[src/rtl/seg7_pkg.sv]
// Purpose : shared types and constants for the seven-segment scan driver.
// Latency : n/a (package only).
// Backpressure: n/a. Provides request FSM states, digit count, segment codes, glyph table.
package seg7_pkg;

    // Conversion request FSM states.
    typedef enum logic [1:0] {
        IDLE = 2'd0,
        REQ  = 2'd1,
        WAIT = 2'd2
    } req_state_e;

    localparam int NUM_DIGITS = 4;

    // Segment codes are {g,f,e,d,c,b,a}, active-low.
    localparam logic [6:0] SEG_OFF  = 7'h7F;
    localparam logic [6:0] SEG_DASH = 7'h3F;

    // Glyphs for 0..9; element [n] is the pattern for digit n.
    localparam logic [9:0][6:0] SEG_GLYPH = {
        7'h10,  // 9
        7'h00,  // 8
        7'h78,  // 7
        7'h02,  // 6
        7'h12,  // 5
        7'h19,  // 4
        7'h30,  // 3
        7'h24,  // 2
        7'h79,  // 1
        7'h40   // 0
    };

endpackage

[src/rtl/bcd_to_seg7.sv]
// Purpose : nibble to active-low seven-segment pattern; 10..15 render as a dash.
// Latency : combinational, zero cycles.
// Backpressure: none. Ports: nib_i (4-bit digit value), seg_o ({g,f,e,d,c,b,a}, active-low).
module bcd_to_seg7
    import seg7_pkg::*;
(
    input  logic [3:0] nib_i,
    output logic [6:0] seg_o
);

    always_comb begin
        seg_o = SEG_DASH;
        if (nib_i <= 4'd9) begin
            seg_o = SEG_GLYPH[nib_i];
        end
    end

endmodule

[src/rtl/seg7_scan_driver.sv]
// Purpose : paces BCD conversions, captures results, scans 4 digits onto a common-anode display.
// Latency : an/seg registered, 1 cycle after the digit index or captured value changes.
// Backpressure: none; one request outstanding, abandoned after WAIT_TIMEOUT+1 wait cycles.
//
// Ports: clk/rst (sync, active-high); bcd_in/bcd_valid from converter; conv_en request pulse;
//        an (active-low anodes, an[0]=units), seg ({g,f,e,d,c,b,a} active-low), dp (always off).
// Build option: define SEG7_LZ_BLANK_EN to blank leading-zero digits (digit 0 always lit).
module seg7_scan_driver
    import seg7_pkg::*;
#(
    parameter int REFRESH_DIV   = 100000,
    parameter int UPDATE_FRAMES = 50,
    parameter int WAIT_TIMEOUT  = 255
) (
    input  logic        clk,
    input  logic        rst,
    input  logic [15:0] bcd_in,
    input  logic        bcd_valid,
    output logic        conv_en,
    output logic [3:0]  an,
    output logic [6:0]  seg,
    output logic        dp
);

    localparam int DIV_W  = $clog2(REFRESH_DIV);
    localparam int FRM_W  = (UPDATE_FRAMES < 2) ? 1 : $clog2(UPDATE_FRAMES);
    localparam int WAIT_W = (WAIT_TIMEOUT < 1) ? 1 : $clog2(WAIT_TIMEOUT + 1);

    localparam logic [DIV_W-1:0]  DIV_LAST  = DIV_W'(REFRESH_DIV - 1);
    localparam logic [FRM_W-1:0]  FRM_LAST  = FRM_W'(UPDATE_FRAMES - 1);
    localparam logic [WAIT_W-1:0] WAIT_LAST = WAIT_W'(WAIT_TIMEOUT);

    logic [DIV_W-1:0]  div_cnt_q,   div_cnt_d;
    logic [1:0]        digit_idx_q, digit_idx_d;
    logic [15:0]       disp_q,      disp_d;
    logic [3:0]        an_q,        an_d;
    logic [6:0]        seg_q,       seg_d;
    logic              dp_q;

    req_state_e        state_q;
    logic [FRM_W-1:0]  frame_cnt_q;
    logic [WAIT_W-1:0] wait_cnt_q;
    logic              conv_en_q;

    logic              tick;
    logic              frame_end;
    logic [3:0]        cur_nib;
    logic              blank;

    assign tick      = (div_cnt_q == DIV_LAST);
    assign frame_end = tick && (digit_idx_q == 2'(NUM_DIGITS - 1));

    // Nibble currently being shown; decoded once for the whole display.
    assign cur_nib = disp_q[{digit_idx_q, 2'b00} +: 4];

    bcd_to_seg7 u_dec (
        .nib_i (cur_nib),
        .seg_o (seg_d)
    );

`ifdef SEG7_LZ_BLANK_EN
    // A digit is a leading zero when it and every more significant nibble are zero.
    always_comb begin
        blank = 1'b0;
        case (digit_idx_q)
            2'd1:    blank = (disp_q[15:4]  == 12'h000);
            2'd2:    blank = (disp_q[15:8]  == 8'h00);
            2'd3:    blank = (disp_q[15:12] == 4'h0);
            default: blank = 1'b0;
        endcase
    end
`else
    assign blank = 1'b0;
`endif

    always_comb begin
        div_cnt_d   = tick ? '0 : div_cnt_q + 1'b1;
        digit_idx_d = tick ? digit_idx_q + 2'd1 : digit_idx_q;
        disp_d      = bcd_valid ? bcd_in : disp_q;
        an_d        = blank ? 4'hF : ~(4'b0001 << digit_idx_q);
    end

    // Scan datapath and registered display outputs.
    always_ff @(posedge clk) begin
        if (rst) begin
            div_cnt_q   <= '0;
            digit_idx_q <= 2'd0;
            disp_q      <= 16'h0000;
            an_q        <= 4'hF;
            seg_q       <= SEG_OFF;
            dp_q        <= 1'b1;
        end else begin
            div_cnt_q   <= div_cnt_d;
            digit_idx_q <= digit_idx_d;
            disp_q      <= disp_d;
            an_q        <= an_d;
            seg_q       <= seg_d;
            dp_q        <= 1'b1;
        end
    end

    // Request FSM. conv_en is registered on entry to REQ so it is high for
    // exactly the single REQ cycle. Frames only count while IDLE.
    always_ff @(posedge clk) begin
        if (rst) begin
            state_q     <= IDLE;
            frame_cnt_q <= '0;
            wait_cnt_q  <= '0;
            conv_en_q   <= 1'b0;
        end else begin
            conv_en_q <= 1'b0;
            case (state_q)
                IDLE: begin
                    if (frame_end) begin
                        if (frame_cnt_q == FRM_LAST) begin
                            frame_cnt_q <= '0;
                            state_q     <= REQ;
                            conv_en_q   <= 1'b1;
                        end else begin
                            frame_cnt_q <= frame_cnt_q + 1'b1;
                        end
                    end
                end
                REQ: begin
                    state_q    <= WAIT;
                    wait_cnt_q <= '0;
                end
                WAIT: begin
                    // A reply and a timeout in the same cycle both end the wait.
                    if (bcd_valid || (wait_cnt_q == WAIT_LAST)) begin
                        state_q <= IDLE;
                    end else begin
                        wait_cnt_q <= wait_cnt_q + 1'b1;
                    end
                end
                default: state_q <= IDLE;
            endcase
        end
    end

    assign conv_en = conv_en_q;
    assign an      = an_q;
    assign seg     = seg_q;
    assign dp      = dp_q;

endmodule

[config.mk]
export PLATFORM = sky130hd
export DESIGN_NAME = seg7_scan_driver
export DESIGN_NICKNAME = d
export VERILOG_FILES = /design/src/rtl/seg7_pkg.sv /design/src/rtl/bcd_to_seg7.sv /design/src/rtl/seg7_scan_driver.sv
export SDC_FILE = /design/constraint.sdc
export NUM_CORES = 1
export LEC_CHECK = 0
export BUFFER_PORTS_ARGS = -buffer_cell sky130_fd_sc_hd__buf_2
export CORE_MARGIN = 8
export CORE_UTILIZATION = 30
export CTS_BUF_LIST = sky130_fd_sc_hd__clkbuf_2 sky130_fd_sc_hd__clkbuf_4 sky130_fd_sc_hd__clkbuf_8
export DETAILED_ROUTE_END_ITERATION = 10
export GPL_TIMING_DRIVEN = 0
export PLACE_DENSITY = 0.42
export SLEW_MARGIN = 20
export SYNTH_ARGS = -nofsm -noshare
export SYNTH_HDL_FRONTEND = slang
export SYNTH_SLANG_ARGS = --single-unit
[constraint.sdc]
create_clock -name clk -period 2.1 [get_ports clk]
set_input_delay 0.42 -clock clk [delete_from_list [all_inputs] [get_ports clk]]
set_output_delay 0.42 -clock clk [all_outputs]
set_load 0.02 [all_outputs]
; ---- Word level (Yosys, flattened, before mapping)
; Memories as Yosys holds them, arrays and structs flattened.
; Cells that the tools add are included.
[word_totals]
register_bits = 63
latchBits = 0
ramBits = 0
romBits = 112
in_bits = 19
n_memories = 1
[mem_list]
columns = name, depth, width, read_ports, rd_ports_with_merged_regs, write_ports, line_no
row1 = (no name shown), 16, 7, 1, 0, 0, bcd_to_seg7.sv:14  ; seg_o = SEG_GLYPH[nib_i];
[op_classes]
addsub = 4
n_mul = 0
div = 0
n_lt_le_gt_ge = 2
eq_ne = 10
n_shift = 2
n_mux = 10
n_bitwise = 4
n_reduce_logical = 10
[ops]
columns = operator, count
row1 = adder 17 x 1 -> 17 bit (second input constant), 1
row2 = == test 17 bit (second input constant), 1
row3 = one-hot mux 8 bit (2 select lines), 1
row4 = indexed part select 16 x 5 -> 4 bit, 1
row5 = 2-to-1 mux 7 bit, 2
row6 = adder 8 x 1 -> 8 bit (second input constant), 1
row7 = == test 8 bit (second input constant), 1
row8 = 2-to-1 mux 8 bit, 1
row9 = inequality test 2 bit (second input constant), 4
row10 = adder 6 x 1 -> 6 bit (second input constant), 1
row11 = == test 6 bit (second input constant), 1
row12 = 2-to-1 mux 2 bit, 3
row13 = 2-to-1 mux 6 bit, 1
row14 = one-hot mux 2 bit (3 select lines), 1
row15 = less-than comparator 4 x 5 -> 1 bit (second input constant), 1
row16 = == test 2 bit (second input constant), 2
row17 = <= comparator 4 bit (second input constant), 1
row18 = NOT 4 bit, 1
row19 = AND reduction 2 bit, 2
row20 = OR reduction 2 bit, 2
row21 = << shifter 1 x 2 -> 4 bit (first input constant), 1
row22 = NOT 1 bit, 3
row23 = AND reduction 3 bit, 1
row24 = OR reduction 3 bit, 1
row25 = other kinds (7), 7

; ---- Depth between registers and ports, before layout
; Gate-level depths: netlist of run 1.
[depth]
word_depth = 4
depth_mapped = 8
mapped_depth_nobuf = 7

; ---- Modules after synthesis
; From an unflattened synthesis of run 1, not the netlist that was laid out.
[hier_totals]
cells_unflattened = 325
area_unflattened_um2 = 3088.0
[by_module_without_submodules]
columns = mod, instances, cells_each, area_per_inst_um2, seq_area_each_um2
row1 = seg7_scan_driver, 1, 300, 2872.8, 1261.2
row2 = bcd_to_seg7, 1, 25, 215.2, 0.0

; ---- Least setup slack after synthesis of run 1
; OpenSTA, ideal clock, no wires.
[synth_path]
path_type = flip-flop to flip-flop
startpoint = register digit_idx_q[0]
endpoint = register seg_q[0], in the netlist seg[0]
arrival_time_ns = 1.798
required_time_ns = 1.980
slack_ns = 0.183
stages_incl_launch_ff = 9
path_buffers = 1
period_less_slack_ns = 1.917
path_cell_list = dfxtp_1 -> buf_6 -> mux4_2 -> inv_1 -> ha_1 -> nor2_1 -> o21ai_2 -> o21ai_1 -> a211o_1
[synth_via]
elab_chain_len = 4
[synth_rtl]
columns = item, line_no
row1 = "start, declared", seg7_scan_driver.sv:34  ; logic [1:0] digit_idx_q, digit_idx_d;
row2 = "start signal, assigned", seg7_scan_driver.sv:94  ; digit_idx_q <= digit_idx_d;
row3 = indexed part select 16 x 5 -> 4 bit *, seg7_scan_driver.sv:54  ; assign cur_nib = disp_q[{digit_idx_q, 2'b00} +: 4];
row4 = branches (longest 3 deep; another with memory read (16 x 7 bit)), n/a
row5 = "end signal, assigned", seg7_scan_driver.sv:97  ; seg_q <= seg_d;
row6 = "end, declared", seg7_scan_driver.sv:37  ; logic [6:0] seg_q, seg_d;
; Every way passes the cells marked *. The select of a mux whose other input is x is not followed.
; A chain may end at the register's enable or synchronous reset.

; ---- Worst setup path after layout of run 1
; Ends and elaborated chain as after synthesis.

==> flow_summary.json, run 1 <==
{
  "synth-seq-area-share_pct": 43.52,
  "synthMostInstantiatedCell": "dfxtp_1",
  "whs_ns": 0.3047,
  "core_um2": 9594,
  "yosysTopAreaCellShare_pct": 43.52,
  "hold_viol": 0,
  "place_congestion": 0.7900,
  "grt.total_usage_pct": 10.69,
  "ys_async_sr_fraction_pct": 0,
  "hold_buffers": 0,
  "cp-end-kind": "flip-flop",
  "min_period_ns": 2.008,
  "die_height_um": 114.3,
  "synthCells": 309,
  "nFillCells": 974,
  "crit_type": "flip-flop to flip-flop",
  "grt_pass1_wl_mm": 10.89,
  "die_area_um2": 13060,
  "drv_slew": 0,
  "grt_max_degree": 12,
  "area_delta_synth_final_pct": 19.86,
  "ir_drop_mv": 0.3485,
  "clock_sinks": 63,
  "clk_path_buf_depth": 2,
  "synth-main-ff-cell": "dfxtp_1",
  "ff2ff_path_depth": 8,
  "cp_max_fo": 6,
  "cts_tree": "built",
  "initial_core_util_pct": 30.20,
  "drtPass1Iterations": 4,
  "synth_common_cells": "dfxtp_1, nor2_1, mux2i_1, nand2_1, inv_1",
  "dp_hpwl_mm": 4.773,
  "htree_levels": 3,
  "gr-total-overflow": 0,
  "chipWidth_um": 114.3,
  "max-slew-margin-rel_pct": 57.97,
  "syn_nets": 340,
  "powerDensity_nw_per_um2": 771.2,
  "vias": 2270,
  "setup_slack_ns": 0.09171,
  "placed_cell_area_um2": 3209,
  "drive_above_1_share_pct": 21.41,
  "ys_warn_count": 0,
  "syn_avg_cell_area_um2": 9.378,
  "min_period_over_period_pct": 95.63,
  "ys_types": 53,
  "pin_count": 32,
  "worst_pin_slew_ns": 0.6257,
  "cts_buffers": 9,
  "final_util_pct": 36.20,
  "crit_arrival_ns": 2.25,
  "fin_skew_ns": 0.01367,
  "setup_viol": 0,
  "path_clk_slew_ns": 0.08,
  "io_buffer_count": 29,
  "ant_nets": 0,
  "final_nets": 381,
  "yosysTopAreaCell": "dfxtp_1",
  "row_count": 36,
  "diodes": 0,
  "synthesis.area_um2": 2898,
  "clk_root_buffer_cell": "clkbuf_8",
  "hold_class": "input port to flip-flop",
  "worst_skew_pair.late_latency_ns": 0.35,
  "wl_per_cell_um": 13.48,
  "drc_errors": 0,
  "ys_ff_latch": 63,
  "pre_cts_ws_ns": -0.08035,
  "worstSetupStartpointType": "flip-flop",
  "power.leakage_nw": 1.287,
  "vias_per_cell": 4.652,
  "drt_iter0_drc": 84,
  "synth_edf_count": 0,
  "fmax_mhz": 497.9,
  "required_ns": 2.34,
  "cap_violations": 0,
  "antenna_found_initial": 0,
  "grt_pass1_vias": 2211,
  "final_cell_area_um2": 3473,
  "status": "complete, no violations",
  "whs_path_depth": 3,
  "synth_area_leaders": "dfxtp_1, nor2_1, mux2i_1",
  "wl_mm": 6.576
}
[layout make-up]
type | instances | area [um2] | area share, %
Timing Repair Buffer | 30 | 152.6 | 4.395
Inverter | 15 | 56.30 | 1.621
Buffer | 13 | 68.82 | 1.981
Multi-Input combinational cell | 218 | 1524 | 43.88
Clock inverter | 4 | 76.32 | 2.197
Clock buffer | 12 | 165.2 | 4.755
Tap cell | 133 | 166.4 | 4.791
Sequential cell | 63 | 1264 | 36.38
[registers in the layout, summed over array words and instances (netlist names), 2 cells and up]
| signal | flops |
|---|---|
| div_cnt_q | 17 |
| disp_q | 16 |
| wait_cnt_q | 8 |
| seg | 7 |
| frame_cnt_q | 6 |
| an | 4 |
| digit_idx_q | 2 |
| state_q | 2 |
[through the flow]
step	std cells	power (mW)	setup TNS, ns
2_1_floorplan	309	1.394	0
3_3_place_gp	471	1.456	-1.064
3_5_place_dp	471	1.457	-0.7536
4_1_cts	487	2.724	0
5_1_grt	488	2.794	-0.001693
6_report	488	2.679	0
[report_power, final]
part	total, mW	switching, mW	internal [mW]
clock network	1.25	0.482	0.768
registers	1.25	0.0140	1.23
logic	0.184	0.109	0.0750
[per-layer routing]
metal  up-vias  track usage [%]  wire, um
met5         -                0         0
met4         0            3.993        88
met3         7            3.639       288
met2        37            17.00      3040
met1      1039            13.04      3159
li1       1187                -         -
[worst paths after layout]
check                                     from      endpoint  slack [ns]
worst min register to register    div_cnt_q[0]  div_cnt_q[0]        0.45
worst min-delay path                 bcd_in[0]     disp_q[0]        0.30
worst max register to register  digit_idx_q[0]        seg[0]        0.09
worst max-delay path            digit_idx_q[0]        seg[0]        0.09
[kinds of logic (layout without fill, tap and decap cells)]
family | count (synthesis) | after routing | synth area share (%)
other | 1 | 1 | 0.1294
AND/OR/NAND/NOR | 120 | 120 | 21.55
multiplexers | 22 | 22 | 9.370
adder cells (fa/ha/maj) | 12 | 12 | 5.181
flip-flops | 63 | 63 | 43.52
buffers and inverters | 28 | 74 | 4.317
AO/OA/AOI/OAI | 50 | 50 | 12.00
XOR/XNOR | 13 | 13 | 3.929
[worst max-delay path, cell delays in order (launching register included)]
cell and delay (ns):
dfxtp_2 0.35, buf_6 0.14, mux4_2 0.54, inv_1 0.11, ha_2 0.20, nor2_1 0.07, o21ai_2 0.13, o21ai_1 0.10
a211o_1 0.27
[layout by cell type, fill, tap and decap left out, types with 3 or more instances in the layout]
master	count
dfxtp_1	61
nor2_1	46
buf_2	33
nand2_1	17
mux2i_1	17
inv_1	14
nand3_1	14
a21oi_1	12
clkbuf_8	12
xnor2_1	10
o21ai_0	9
ha_1	9
nand4_1	7
nor3_1	7
clkbuf_1	5
mux4_2	4
nor3b_1	4
and3_1	4
nor4_1	3
a211oi_1	3
buf_4	3
o311ai_0	3
o41ai_1	3
xor2_1	3
ha_2	3
[what timing repair did]
item | in CTS | in global routing
gates resized for setup | 1 | 6
setup buffers | 0 | 1
endpoints found under the setup margin | 1 | 3
cloned | 0 | 0
hold endpoints to repair | 0 | 0
(Power assumes the default switching activity.)
==> run 2: changes to the inputs <==
--- a/config.mk
+++ b/config.mk
@@ -6,12 +6,12 @@
 export NUM_CORES = 1
 export LEC_CHECK = 0
 export BUFFER_PORTS_ARGS = -buffer_cell sky130_fd_sc_hd__buf_2
-export CORE_MARGIN = 8
+export CORE_MARGIN = 5
 export CORE_UTILIZATION = 30
 export CTS_BUF_LIST = sky130_fd_sc_hd__clkbuf_2 sky130_fd_sc_hd__clkbuf_4 sky130_fd_sc_hd__clkbuf_8
 export DETAILED_ROUTE_END_ITERATION = 10
 export GPL_TIMING_DRIVEN = 0
-export PLACE_DENSITY = 0.42
+export PLACE_DENSITY = 0.53
 export SLEW_MARGIN = 20
 export SYNTH_ARGS = -nofsm -noshare
 export SYNTH_HDL_FRONTEND = slang
==> flow_summary.json, run 2 (synthesis results as in run 1) <==
{
  "status": "complete, no violations",
  "grt.total_usage_pct": 11.00,
  "wl_per_cell_um": 12.42,
  "power_mw": 2.492,
  "finalSetupTns_ns": 0,
  "power.leakage_nw": 1.274,
  "final_nets": 381,
  "die_area_um2": 11720,
  "grt_pass1_vias": 2209,
  "io_buffer_count": 29,
  "htree_levels": 3,
  "clock_sinks": 63,
  "cp_max_fo": 6,
  "final_util_pct": 36.70,
  "hold_class": "input port to flip-flop",
  "vias": 2297,
  "pin_count": 32,
  "cts_tree": "built",
  "final_cell_mix": "dfxtp_1, nor2_1, buf_2, nand2_1, mux2i_1",
  "min_period_ns": 2.011,
  "chipWidth_um": 108.3,
  "crit_type": "flip-flop to flip-flop",
  "grt_pass1_wl_mm": 10.15,
  "worst_pin_slew_ns": 0.6211,
  "wl_mm": 5.998,
  "cap_violations": 0,
  "gr-total-overflow": 0,
  "initial_core_util_pct": 31.07,
  "antenna_found_initial": 0,
  "dp_hpwl_mm": 4.356,
  "crit_end": "seg[0]",
  "crit_path_start": "digit_idx_q[0]",
  "core_um2": 9328,
  "cts_buffers": 9,
  "vias_per_cell": 4.756,
  "clk_path_buf_depth": 2,
  "grt_max_degree": 11,
  "top_regs": "div_cnt_q x17, disp_q x16, wait_cnt_q x8",
  "ir_drop_mv": 0.2924,
  "worstSetupStartpointType": "flip-flop",
  "ff2ff_path_depth": 8,
  "fin_skew_ns": 0.007217,
  "worst_skew_pair.late_latency_ns": 0.34,
  "hold_viol": 0,
  "clk_root_buffer_cell": "clkbuf_8",
  "max-slew-margin-rel_pct": 58.28,
  "ant_nets": 0,
  "drv_slew": 0,
  "largest_reg_flops": 17,
  "powerDensity_nw_per_um2": 728.1,
  "cp-end-kind": "flip-flop",
  "drt_iter0_drc": 90,
  "r2r_end": "seg[0]",
  "die_height_um": 108.3,
  "setup_viol": 0,
  "whs_ns": 0.3153,
  "reg2reg_slack_ns": 0.09,
  "fmax_mhz": 497.3,
  "area_delta_synth_final_pct": 18.13,
  "path_clk_slew_ns": 0.07,
  "drtPass1Iterations": 4,
  "regMostFlops": "div_cnt_q",
  "crit_arrival_ns": 2.24,
  "r2r_start": "digit_idx_q[0]",
  "min_period_over_period_pct": 95.76,
  "row_count": 35,
  "drc_errors": 0,
  "required_ns": 2.33,
  "drive_above_1_share_pct": 20.62,
  "hold_buffers": 0,
  "final_common_cell": "dfxtp_1",
  "diodes": 0,
  "place_congestion": 0.7878
}
-- run 2: repair_timing --
item	CTS	global route
hold endpoints to repair	0	0
setup endpoints to repair	1	3
buffers inserted	0	1
resized for setup	1	4
-- run 2: how the worst min path moves through the flow --
stage | from | end | slack [ns] | cells past startpoint
floorplan | div_cnt_q[0] | div_cnt_q[0] | 0.42 | 1
global placement | div_cnt_q[0] | div_cnt_q[0] | 0.43 | 1
detailed placement | div_cnt_q[0] | div_cnt_q[0] | 0.44 | 1
CTS | bcd_in[0] | disp_q[0] | 0.30 | 3
global route | bcd_in[10] | disp_q[10] | 0.31 | 3
finish | bcd_in[7] | disp_q[7] | 0.32 | 3
-- run 2: where the power goes --
| part | total (mW) | internal, mW | switching [mW] |
|---|---|---|---|
| Clock | 1.07 | 0.618 | 0.449 |
| Combinational | 0.181 | 0.0744 | 0.106 |
| Sequential | 1.25 | 1.23 | 0.0133 |
| Total | 2.49 | 1.92 | 0.569 |
-- run 2: routing by layer --
metal | track usage, % | vias to the layer above | wire (um)
li1 | - | 1186 | -
met1 | 13.58 | 1067 | 2885
met5 | 0 | - | 0
met4 | 3.517 | 0 | 74
met3 | 4.119 | 6 | 325
met2 | 17.76 | 38 | 2713
-- run 2: final cells by class --
class	instances	area, um2
fillers	958	5904
plain buffers	13	68.82
clock buffers	12	158.9
repair buffers	30	152.6
well taps	129	161.4
inverters	15	56.30
multi-input cells	218	1519
flip-flops and latches	63	1264
clock inverters	3	42.54
-- run 2: stage by stage --
step,setup WS [ns],cell area (um2),cells
floorplan,0.1826,2898,309
global placement,-0.02169,3204,467
detailed placement,-0.04134,3204,467
CTS,0.02405,3407,482
global route,-0.004511,3423,483
finish,0.08894,3423,483
-- run 2: worst max-delay path, cell delays in order (launching register included) --
cell     delay [ns]
dfxtp_2        0.35
buf_6          0.14
mux4_2         0.54
inv_1          0.11
ha_1           0.19
nor2_1         0.08
o21ai_2        0.13
o21ai_1        0.10
a211o_1        0.27
